### src/rtl/tta_arb_pkg.sv
// Shared types and constants for the TTA instruction/data memory arbiter.
package tta_arb_pkg;

    typedef enum logic [1:0] {
        IDLE,
        GRANT_I,
        GRANT_D
    } arb_state_e;

    typedef enum logic {
        GRANT_INSTR,
        GRANT_DATA
    } grant_e;

    localparam logic [31:0] ERR_DATA_DEFAULT = 32'hDEAD_BEEF;

endpackage

### src/rtl/arb_watchdog.sv
// Saturating cycle counter that flags a granted transaction the memory has not acknowledged
// within TIMEOUT_CYCLES cycles. TIMEOUT_CYCLES = 0 never expires.
module arb_watchdog #(
    parameter int unsigned TIMEOUT_CYCLES = 64
) (
    input  logic clk_i,
    input  logic rst_i,
    input  logic clear_i,
    input  logic enable_i,
    output logic expired_o
);

    localparam int unsigned CntW = (TIMEOUT_CYCLES > 0) ? $clog2(TIMEOUT_CYCLES + 1) : 1;
    localparam logic [CntW-1:0] Limit = (TIMEOUT_CYCLES > 0) ? CntW'(TIMEOUT_CYCLES - 1) : '0;

    logic [CntW-1:0] cnt_d, cnt_q;

    always_comb begin
        cnt_d = cnt_q;
        if (clear_i) begin
            cnt_d = '0;
        end else if (enable_i && (cnt_q != '1)) begin
            cnt_d = cnt_q + CntW'(1);
        end
    end

    always_ff @(posedge clk_i or posedge rst_i) begin
        if (rst_i) begin
            cnt_q <= '0;
        end else begin
            cnt_q <= cnt_d;
        end
    end

    assign expired_o = (TIMEOUT_CYCLES != 0) && (cnt_q == Limit);

endmodule

### src/rtl/tta_mem_arbiter.sv
// Round-robin arbiter sharing one memory port between the TTA fetch and data buses, with a
// watchdog that completes unacknowledged transactions with an error.
module tta_mem_arbiter
    import tta_arb_pkg::*;
#(
    parameter int unsigned TIMEOUT_CYCLES = 64,
    parameter logic [31:0] ERR_DATA       = ERR_DATA_DEFAULT
) (
    input  logic        clk_i,
    input  logic        rst_i,
    input  logic [31:0] instr_addr_i,
    input  logic        instr_valid_i,
    output logic        instr_ready_o,
    output logic [31:0] instr_data_read_o,
    input  logic [31:0] data_addr_i,
    input  logic        data_valid_i,
    input  logic [31:0] data_data_write_i,
    input  logic [3:0]  data_wstrb_i,
    output logic        data_ready_o,
    output logic [31:0] data_data_read_o,
    output logic [31:0] mem_addr_o,
    output logic        mem_valid_o,
    input  logic        mem_ready_i,
    input  logic [31:0] mem_data_read_i,
    output logic [31:0] mem_data_write_o,
    output logic [3:0]  mem_wstrb_o,
    output logic        err_o
);

    arb_state_e  state_d, state_q;
    grant_e      last_grant_d, last_grant_q;
    logic [31:0] mem_addr_d, mem_addr_q;
    logic [31:0] mem_wdata_d, mem_wdata_q;
    logic [3:0]  mem_wstrb_d, mem_wstrb_q;
    logic        mem_valid_d, mem_valid_q;
    logic        in_grant, expired, timeout, done;
    logic [31:0] rdata;

    assign in_grant = (state_q != IDLE);
    // A real acknowledge in the expiry cycle wins over the timeout.
    assign timeout  = in_grant && expired && !mem_ready_i;
    assign done     = in_grant && (mem_ready_i || expired);

    arb_watchdog #(
        .TIMEOUT_CYCLES(TIMEOUT_CYCLES)
    ) u_watchdog (
        .clk_i    (clk_i),
        .rst_i    (rst_i),
        .clear_i  (!in_grant),
        .enable_i (in_grant && !mem_ready_i),
        .expired_o(expired)
    );

    always_comb begin
        state_d      = state_q;
        last_grant_d = last_grant_q;
        mem_addr_d   = mem_addr_q;
        mem_wdata_d  = mem_wdata_q;
        mem_wstrb_d  = mem_wstrb_q;
        mem_valid_d  = mem_valid_q;
        unique case (state_q)
            IDLE: begin
                mem_valid_d = 1'b0;
                if (instr_valid_i && (!data_valid_i || (last_grant_q == GRANT_DATA))) begin
                    state_d      = GRANT_I;
                    last_grant_d = GRANT_INSTR;
                    mem_addr_d   = instr_addr_i;
                    mem_wdata_d  = '0;
                    mem_wstrb_d  = '0;
                    mem_valid_d  = 1'b1;
                end else if (data_valid_i) begin
                    state_d      = GRANT_D;
                    last_grant_d = GRANT_DATA;
                    mem_addr_d   = data_addr_i;
                    mem_wdata_d  = data_data_write_i;
                    mem_wstrb_d  = data_wstrb_i;
                    mem_valid_d  = 1'b1;
                end
            end
            GRANT_I, GRANT_D: begin
                if (done) begin
                    state_d     = IDLE;
                    mem_valid_d = 1'b0;
                end
            end
            default: begin
                state_d     = IDLE;
                mem_valid_d = 1'b0;
            end
        endcase
    end

    always_ff @(posedge clk_i or posedge rst_i) begin
        if (rst_i) begin
            state_q      <= IDLE;
            last_grant_q <= GRANT_DATA;
            mem_addr_q   <= '0;
            mem_wdata_q  <= '0;
            mem_wstrb_q  <= '0;
            mem_valid_q  <= 1'b0;
        end else begin
            state_q      <= state_d;
            last_grant_q <= last_grant_d;
            mem_addr_q   <= mem_addr_d;
            mem_wdata_q  <= mem_wdata_d;
            mem_wstrb_q  <= mem_wstrb_d;
            mem_valid_q  <= mem_valid_d;
        end
    end

    assign rdata             = timeout ? ERR_DATA : mem_data_read_i;
    assign instr_ready_o     = (state_q == GRANT_I) && done;
    assign data_ready_o      = (state_q == GRANT_D) && done;
    assign instr_data_read_o = instr_ready_o ? rdata : '0;
    assign data_data_read_o  = data_ready_o ? rdata : '0;
    assign err_o             = timeout;
    assign mem_addr_o        = mem_addr_q;
    assign mem_valid_o       = mem_valid_q;
    assign mem_data_write_o  = mem_wdata_q;
    assign mem_wstrb_o       = mem_wstrb_q;

endmodule

### config.mk
export PLATFORM = sky130hd
export DESIGN_NAME = tta_mem_arbiter
export DESIGN_NICKNAME = d
export VERILOG_FILES = /design/src/rtl/tta_arb_pkg.sv /design/src/rtl/arb_watchdog.sv /design/src/rtl/tta_mem_arbiter.sv
export SDC_FILE = /design/constraint.sdc
export NUM_CORES = 1
export LEC_CHECK = 0
export ABC_AREA = 0
export CORE_UTILIZATION = 35
export CTS_CLUSTER_DIAMETER = 200
export DETAILED_ROUTE_END_ITERATION = 10
export HOLD_SLACK_MARGIN = 0.1
export PLACE_DENSITY = 0.79
export SYNTH_ARGS = -nofsm -noshare
export SYNTH_HDL_FRONTEND = slang
export SYNTH_SLANG_ARGS = --single-unit
### constraint.sdc
create_clock -name clk_i -period 4.15 [get_ports clk_i]
set_input_delay 0.6225 -clock clk_i [delete_from_list [all_inputs] [get_ports clk_i]]
set_output_delay 0.6225 -clock clk_i [all_outputs]
set_load 0.05 [all_outputs]
==> flow_summary.yaml, run 1 <==
route:
  dr_total_vias: 4427
  ant_nets: 0
  route.detailed.wl_per_inst_um: 17.65
  topRoutingLayerUsed: "met4"
  met1_length_um: 5355
  drtIter0Drc: 330
  dr_wl_met2_um: 7777
  finalWirelength_um: 14630
  drt_first_pass_iters: 6
  met3WireLength_um: 1137
  drc: 0
  post_drt_via_cell_ratio: 5.340
timing:
  period_needed_ns: 3.306
  setup-violations-final: 0
  fin_setup_tns_ns: 0
  fin_crit_sh_pct: 79.66
  max_freq_ghz: 0.3025
  final_hold_viol_count: 0
  worstMarginPinSlew_ns: 1.123
  rsz0062_at_grt: "false"
  max_slew_margin_pct: 25.14
  finalClockSkew_ns: 0.01271
  drv_slew: 0
yosys:
  synth_fp_nets: 579
  synth_edf_count: 0
  ys_seq_elements: 79
  synth-main-ff-cell: "dfrtp_1"
  ys_async_sr_fraction_pct: 100.0
  synthCells: 438
  ys_types: 35
  synth_area_per_cell_um2: 9.187
  synth-seq-area-share_pct: 49.16
  yosysWarnings: 0
  netlist_area_um2: 4024
setup_path:
  start_kind: "flip-flop"
  crit_required_ns: 3.53
  endpoint_kind: "primary output"
  critPathSlowestCell: "clkdlybuf4s50_1"
  startpoint: "state_q[0]"
  crit_fanout: 19
  worstPathCellList: "inv_1 -> ha_1 -> nor2b_1 -> and3_1 -> clkdlybuf4s50_1"
  critical_path_arrival_ns: 2.68
  reg2reg_from: "state_q[0]"
  cpPeakStageDelay_ns: 0.80
  criticalPathCategory: "flip-flop to primary output"
clock_network:
  clockRootBuffer: "clkbuf_16"
  cts_setup_buffers: 0
  cts_buffer_depth: 2
  hold_buffers: 0
  cts_buffers: 9
  clk_pin_slew_ns: 0.06
  post_cts_resized: 0
  clock_latency_ns: 0.33
  htree_num_levels: 3
  cts_tree: "done"
  cts.sinks: 79
die:
  core_area_um2: 11030
  dieArea_um2: 11930
  ios: 273
  row_count: 38
  start_util_pct: 36.48
  die_h_um: 109.2
  die_w_um: 109.2
placement:
  io_buffers: 272
  place_congestion: 0.8478
  hpwl_um: 10820
flow_run:
  drv_cap: 0
layout:
  diodes: 0
  area_delta_synth_final_pct: 87.47
  fin_util_pct: 68.39
  fillers: 869
  layout-drive-gt1-share_pct: 11.76
  fin_nets: 825
power:
  vdd_drop_max_mv: 0.4971
  power.leakage_nw: 3.102
  p_per_area_nw_per_um2: 727.5
global_routing:
  grt_first_pass_wirelength_um: 21690
  grt_max_degree: 66
  grt_pass1_vias: 4310
  antenna_found_initial: 0
  grt_use_total_pct: 23.57
  overflow: 0
min_path:
  holdCritPathClass: "flip-flop to flip-flop"
  hold_start: "mem_data_write_o[2]"
outcome:
  status: "finished clean"
## cells by family (layout without fill, tap and decap cells)
logic type,Yosys count,after routing,synth area share (%)
mux,3,3,0.8084
simple gates,131,131,15.92
fa+ha+maj,4,4,1.244
flops,79,79,49.16
buf+inv,53,304,6.499
compound gates,168,168,26.37
## critical path: cells and delay by family, from the launching register on
kind | cells | cell delay [ns]
buf+inv | 2 | 0.88
simple gates | 2 | 0.69
fa+ha+maj | 1 | 0.41
flops | 1 | 0.37
## Yosys cell counts, types with 2 or more instances
cell	count	area share [%]
a21oi_1	51	6.3
a22o_1	36	7.8
a31oi_1	36	5.6
a32o_1	3	0.75
and3_1	16	2.5
and4b_1	2	0.50
buf_2	14	1.7
buf_6	6	1.7
clkbuf_1	26	2.4
dfrtp_1	78	49
ha_1	4	1.2
inv_1	7	0.65
mux2_2	2	0.56
nand2_1	27	2.5
nand2b_1	6	0.93
nand3_1	33	4.1
nor2_1	36	3.4
nor2b_1	5	0.78
o21ai_0	32	4.0
o21bai_1	3	0.56
## report_power, final
| group | internal (mW) | total [mW] | switching (mW) |
|---|---|---|---|
| logic | 1.19 | 3.37 | 2.18 |
| registers | 1.14 | 1.35 | 0.213 |
| clock network | 0.447 | 0.769 | 0.322 |
| total | 2.78 | 5.49 | 2.71 |
## state kept, by name (all words and copies together), names as in the netlist
name / flops
mem_addr_o: 32
mem_data_write_o: 32
u_watchdog.cnt_q: 7
mem_wstrb_o: 4
state_q: 2
last_grant_q: 1
mem_valid_o: 1
## cell type report
| class | instances | area [µm²] | area share [%] |
|---|---|---|---|
| clock buffer | 12 | 256.5 | 3.400 |
| clock inverter | 4 | 36.28 | 0.4810 |
| inverter | 7 | 27.53 | 0.3649 |
| multi-input combinational | 306 | 1789 | 23.72 |
| sequential | 79 | 1978 | 26.22 |
| tap | 140 | 175.2 | 2.322 |
| timing repair buffer | 281 | 3281 | 43.49 |
## through the flow
stage	total power [mW]	area, µm²	cells	hold WS, ns	setup WS [ns]
2_1_floorplan	3.522	4024	438	0.4763	1.292
3_3_place_gp	4.669	7251	813	0.4874	1.022
3_5_place_dp	4.739	7251	813	0.4905	0.9606
4_1_cts	5.523	7543	829	0.5090	0.8407
5_1_grt	5.734	7543	829	0.5126	0.6538
6_report	5.488	7543	829	0.5051	0.8442
## placed cells by master (no fill, tap or decap), drive strengths merged, types with 2 or more instances in the layout
| cell | synthesis | final |
|---|---|---|
| and4b | 2 | 2 |
| nand2 | 27 | 27 |
| buf | 20 | 58 |
| mux2 | 2 | 2 |
| nand2b | 6 | 6 |
| and3 | 16 | 16 |
| a32o | 3 | 3 |
| a21oi | 52 | 52 |
| clkdlybuf4s50 | 0 | 223 |
| o21ai | 33 | 33 |
| nand3 | 33 | 33 |
| nor2 | 36 | 36 |
| a31oi | 36 | 36 |
| o21bai | 3 | 3 |
| ha | 4 | 4 |
| clkbuf | 26 | 12 |
| inv | 7 | 9 |
| a22o | 36 | 36 |
| nor2b | 5 | 5 |
| dfrtp | 78 | 78 |
## routing by layer
| layer | up-vias | GRT usage, % |
|---|---|---|
| met3 | 26 | 6.754 |
| li1 | 2090 | - |
| met4 | 0 | 7.905 |
| met1 | 2111 | 25.93 |
| met5 | - | 0 |
| met2 | 200 | 43.17 |
## final timing paths
kind                                    endpoint  slack [ns]  depth (start not counted)
min reg2reg                  mem_data_write_o[2]        0.51                          1
min in group asynchronous   mem_data_write_o[31]        0.78                          2
max reg2reg                          mem_valid_o        1.61                          5
min                          mem_data_write_o[2]        0.51                          1
max in group asynchronous   mem_data_write_o[11]        2.47                          3
max                        instr_data_read_o[14]        0.84                          5
Note: power is estimated with default switching activity, not from simulation.
==> run 2: changes to the inputs <==
- clock period: 4.15 -> 3.4 ns (I/O delays scaled with it)
==> run 2 against run 1 <==
  * Combinational power increased by 23%
  * Routed wire length decreased by 0.90%
  * Register-to-register slack got worse by 0.56 ns
  * Hold slack about the same
  * Final cell count increased by 0.24%
  * Via count increased by 1.5%
  * Critical path type is now input pin to primary output
  * Utilization increased by 1.4 points
  * Die area unchanged
  * Highest routed layer unchanged
  * Critical path depth increased by 1
  * Critical endpoint is now instr_data_read_o[12]
  * Largest cell class unchanged
==> flow_summary.yaml, run 2 (synthesized netlist as in run 1, its figures left out) <==
layout:
  diodes: 0
  layout-drive-gt1-share_pct: 14.62
  stdcell_count: 831
  final_common_cell: "clkdlybuf4s50_1"
  area_delta_synth_final_pct: 91.39
  fillers: 853
  fin_util_pct: 69.82
  fin_nets: 828
  final_cell_mix: "clkdlybuf4s50_1 (205), dfrtp_1 (78), buf_12 (65)"
power:
  power.leakage_nw: 3.187
  finalPower_mw: 6.691
  p_per_area_nw_per_um2: 868.8
  vdd_drop_max_mv: 0.6127
timing:
  fin_hold_ws_ns: 0.5047
  finalClockSkew_ns: 0.009978
  drv_slew: 0
  max_slew_margin_pct: 34.15
  fin_setup_tns_ns: 0
  max_freq_ghz: 0.3696
  fin_crit_sh_pct: 79.59
  setup-violations-final: 0
  final_hold_viol_count: 0
  period_needed_ns: 2.706
  rsz0062_at_grt: "false"
  worstMarginPinSlew_ns: 0.9878
global_routing:
  grt_first_pass_wirelength_um: 21760
  antenna_found_initial: 0
  grt_pass1_vias: 4314
  grt_use_total_pct: 23.70
  grt_max_degree: 50
  overflow: 0
clock_network:
  post_cts_resized: 0
  cts_buffer_depth: 2
  cts_buffers: 9
  hold_buffers: 0
  cts_setup_buffers: 0
  htree_num_levels: 3
  clock_latency_ns: 0.33
  cts.sinks: 79
  clk_pin_slew_ns: 0.06
  cts_tree: "done"
  clockRootBuffer: "clkbuf_16"
route:
  post_drt_via_cell_ratio: 5.407
  dr_total_vias: 4493
  route.detailed.wl_per_inst_um: 17.45
  drc: 0
  drtIter0Drc: 321
  finalWirelength_um: 14500
  ant_nets: 0
  drt_first_pass_iters: 5
outcome:
  status: "finished clean"
placement:
  io_buffers: 272
  hpwl_um: 10850
  place_congestion: 0.8297
  dp.cells: 816
setup_path:
  endpoint_kind: "primary output"
  start_kind: "input pin"
  crit_fanout: 49
  criticalPathCategory: "input pin to primary output"
  critical_path_arrival_ns: 2.20
  crit_required_ns: 2.89
die:
  ios: 273
  start_util_pct: 36.48
  dieArea_um2: 11930
  die_h_um: 109.2
  row_count: 38
  core_area_um2: 11030
  die_w_um: 109.2
flow_run:
  drv_cap: 0
min_path:
  holdCritPathClass: "flip-flop to flip-flop"
==> run 2: power by group <==
group	total (mW)	switching, mW	internal (mW)
registers	1.65	0.259	1.39
clock network	0.888	0.373	0.514
logic	4.15	2.66	1.49
==> run 2: worst max-delay path, stage by stage <==
cell             delay (ns)
clkdlybuf4s50_1        0.42
and4b_1                0.34
nand4_2                0.11
buf_4                  0.29
a21oi_1                0.33
buf_12                 0.18
==> run 2: metal layers <==
layer  up-vias  wire [µm]  track usage [%]
met2       202       7675            42.32
met1      2176       5363            27.12
met5         -          0                0
met3        27       1076            5.798
met4         0        386            9.238
li1       2088          -                -
==> run 2: path summary, 6_finish.rpt <==
check                                          from                    end  slack [ns]  cells past startpoint
worst max-delay path                    mem_ready_i  instr_data_read_o[12]        0.69                      6
worst min-delay path            mem_data_write_o[7]    mem_data_write_o[7]        0.50                      1
worst max register to register           state_q[0]         mem_addr_o[20]        1.05                      6
worst min register to register  mem_data_write_o[7]    mem_data_write_o[7]        0.50                      1
max in group asynchronous                     rst_i         mem_addr_o[21]        2.02                      3
min in group asynchronous                     rst_i   mem_data_write_o[17]        0.62                      2
==> run 2: area by class of cell <==
class / count / area [µm²] / share of cell area [%]
well taps: 140 / 175.2 / 2.275
multi-input cells: 306 / 1789 / 23.23
repair buffers: 284 / 3458 / 44.91
flip-flops and latches: 79 / 1978 / 25.69
clock inverters: 4 / 30.03 / 0.3899
clock buffers: 11 / 242.7 / 3.152
inverters: 7 / 27.53 / 0.3574
==> run 2: per-stage QoR <==
step,instance area (µm²),setup WS [ns]
6_report,7701,0.6941
2_1_floorplan,4024,0.7669
5_1_grt,7701,0.5516
3_3_place_gp,7428,0.7336
3_5_place_dp,7428,0.7006
4_1_cts,7701,0.6974
==> RTL edit: new RTL, flow settings as in run 2 <==
`TIMEOUT_CYCLES` is set to 64 in 2 places; all go to 128.
--- a/src/rtl/arb_watchdog.sv
+++ b/src/rtl/arb_watchdog.sv
@@ -3,3 +3,3 @@
 module arb_watchdog #(
-    parameter int unsigned TIMEOUT_CYCLES = 64
+    parameter int unsigned TIMEOUT_CYCLES = 128
 ) (
--- a/src/rtl/tta_mem_arbiter.sv
+++ b/src/rtl/tta_mem_arbiter.sv
@@ -5,3 +5,3 @@
 #(
-    parameter int unsigned TIMEOUT_CYCLES = 64,
+    parameter int unsigned TIMEOUT_CYCLES = 128,
     parameter logic [31:0] ERR_DATA       = ERR_DATA_DEFAULT
Behaviour: same outputs for any inputs over 4 cycles, from zero or initial values and one cycle with rst_i high; that may be too few to reach the edited logic, so the function may still have changed.
==> RTL edit against run 2 <==
The flow now finishes with violations (design-rule violations); area after synthesis is 4.8% higher; cell area increased by 2.9%; routed wire length decreased by 0.49%; sequential cell count is 1 higher; worst setup slack worse by 190 ps; total power up 2.5%; count of clock-buffer cells in the layout decreased by 1; synthesized cell count is 3.0% higher; critical endpoint is now instr_data_read_o[28].
==> RTL edit: results (changes against run 2) <==
status finished with violations (was complete, no violations); failing checks design-rule violations; hold_sp mem_data_write_o[19] (was mem_data_write_o[7]); Detail Route met2 WL 7570 microns (was 7680 microns); Clock-cell share 0.0390 (was 0.0354); beginning of the worst register-to-register path state_q[1] (was state_q[0]); Cell variety after synth 44 (was 35); via count 4543 (was 4493); crit-path max cell delay 580 ps (was 420 ps); mux contribution to synthesized area 0.00772 (was 0.00808); M3 GR Usage 0.0637 (was 0.0580); met2 usage 0.422 (was 0.423); Leakage 3.24 nW (was 3.19 nW); non-clock buffer area fraction after layout 0.437 (was 0.449); FF+latch count, synth 80 (was 79); CP arrival 2390 ps (was 2200 ps); WHS 503 ps (was 505 ps); Mapped Cells 451 (was 438); Post-DP Area 7610 sq um (was 7430 sq um); non-filler cells, final 845 (was 831); pwr/cell area 866 nW/um^2 (was 869 nW/um^2); share of post-route cells with drive strength above 1 0.174 (was 0.146); met1 Use GR 0.249 (was 0.271); first-pass GRT wire length 22700 microns (was 21800 microns); #MultiIn Comb 318 (was 306); DP HPWL 11000 microns (was 10900 microns); CP Max Fanout 48 (was 49); Nets 840 (was 828); Layout fillers 885 (was 853); GRT Util Overall 0.229 (was 0.237); met3 routed WL 1310 microns (was 1080 microns); Synth Area in Compound Gates 0.271 (was 0.264); Place WS 536 ps (was 701 ps); top post-synthesis cells by area dfrtp_1, a22o_1, a31oi_1, a21oi_2, nand3_1 (was dfrtp_1, a22o_1, a21oi_1, a31oi_1, nand3_1); DRC viols 20 (was 0); Post-Synth Adder-Cell Area 0.0119 (was 0.0124); syn_nets 592 (was 579); Signal buffers 283 (was 284); placer congestion estimate 0.893 (was 0.830)
RTL edit: cell count changes after synthesis, sizes merged, moves of 3 or more:
cell    delta
nor3       +4
o21bai     -3
buf        +5
a31oi      -3
clkbuf     -5
a211oi     +3
RTL edit: worst paths after layout:
| check | to | slack [ps] | cells past startpoint |
|---|---|---|---|
| worst max-delay path | instr_data_read_o[28] | 500 | 6 |
| worst min-delay path | mem_data_write_o[19] | 500 | 1 |
| worst max register to register | mem_addr_o[28] | 1400 | 7 |
| worst min register to register | mem_data_write_o[19] | 500 | 1 |
| min in group asynchronous | mem_data_write_o[25] | 590 | 3 |
| max in group asynchronous | last_grant_q | 2460 | 3 |
RTL edit: report_power, final:
part	leakage (nW)	switching [mW]	total (mW)	internal, mW
logic	2.10	2.70	4.19	1.49
registers	0.980	0.258	1.66	1.40
clock network	0.154	0.353	1.01	0.652
total	3.24	3.31	6.86	3.55
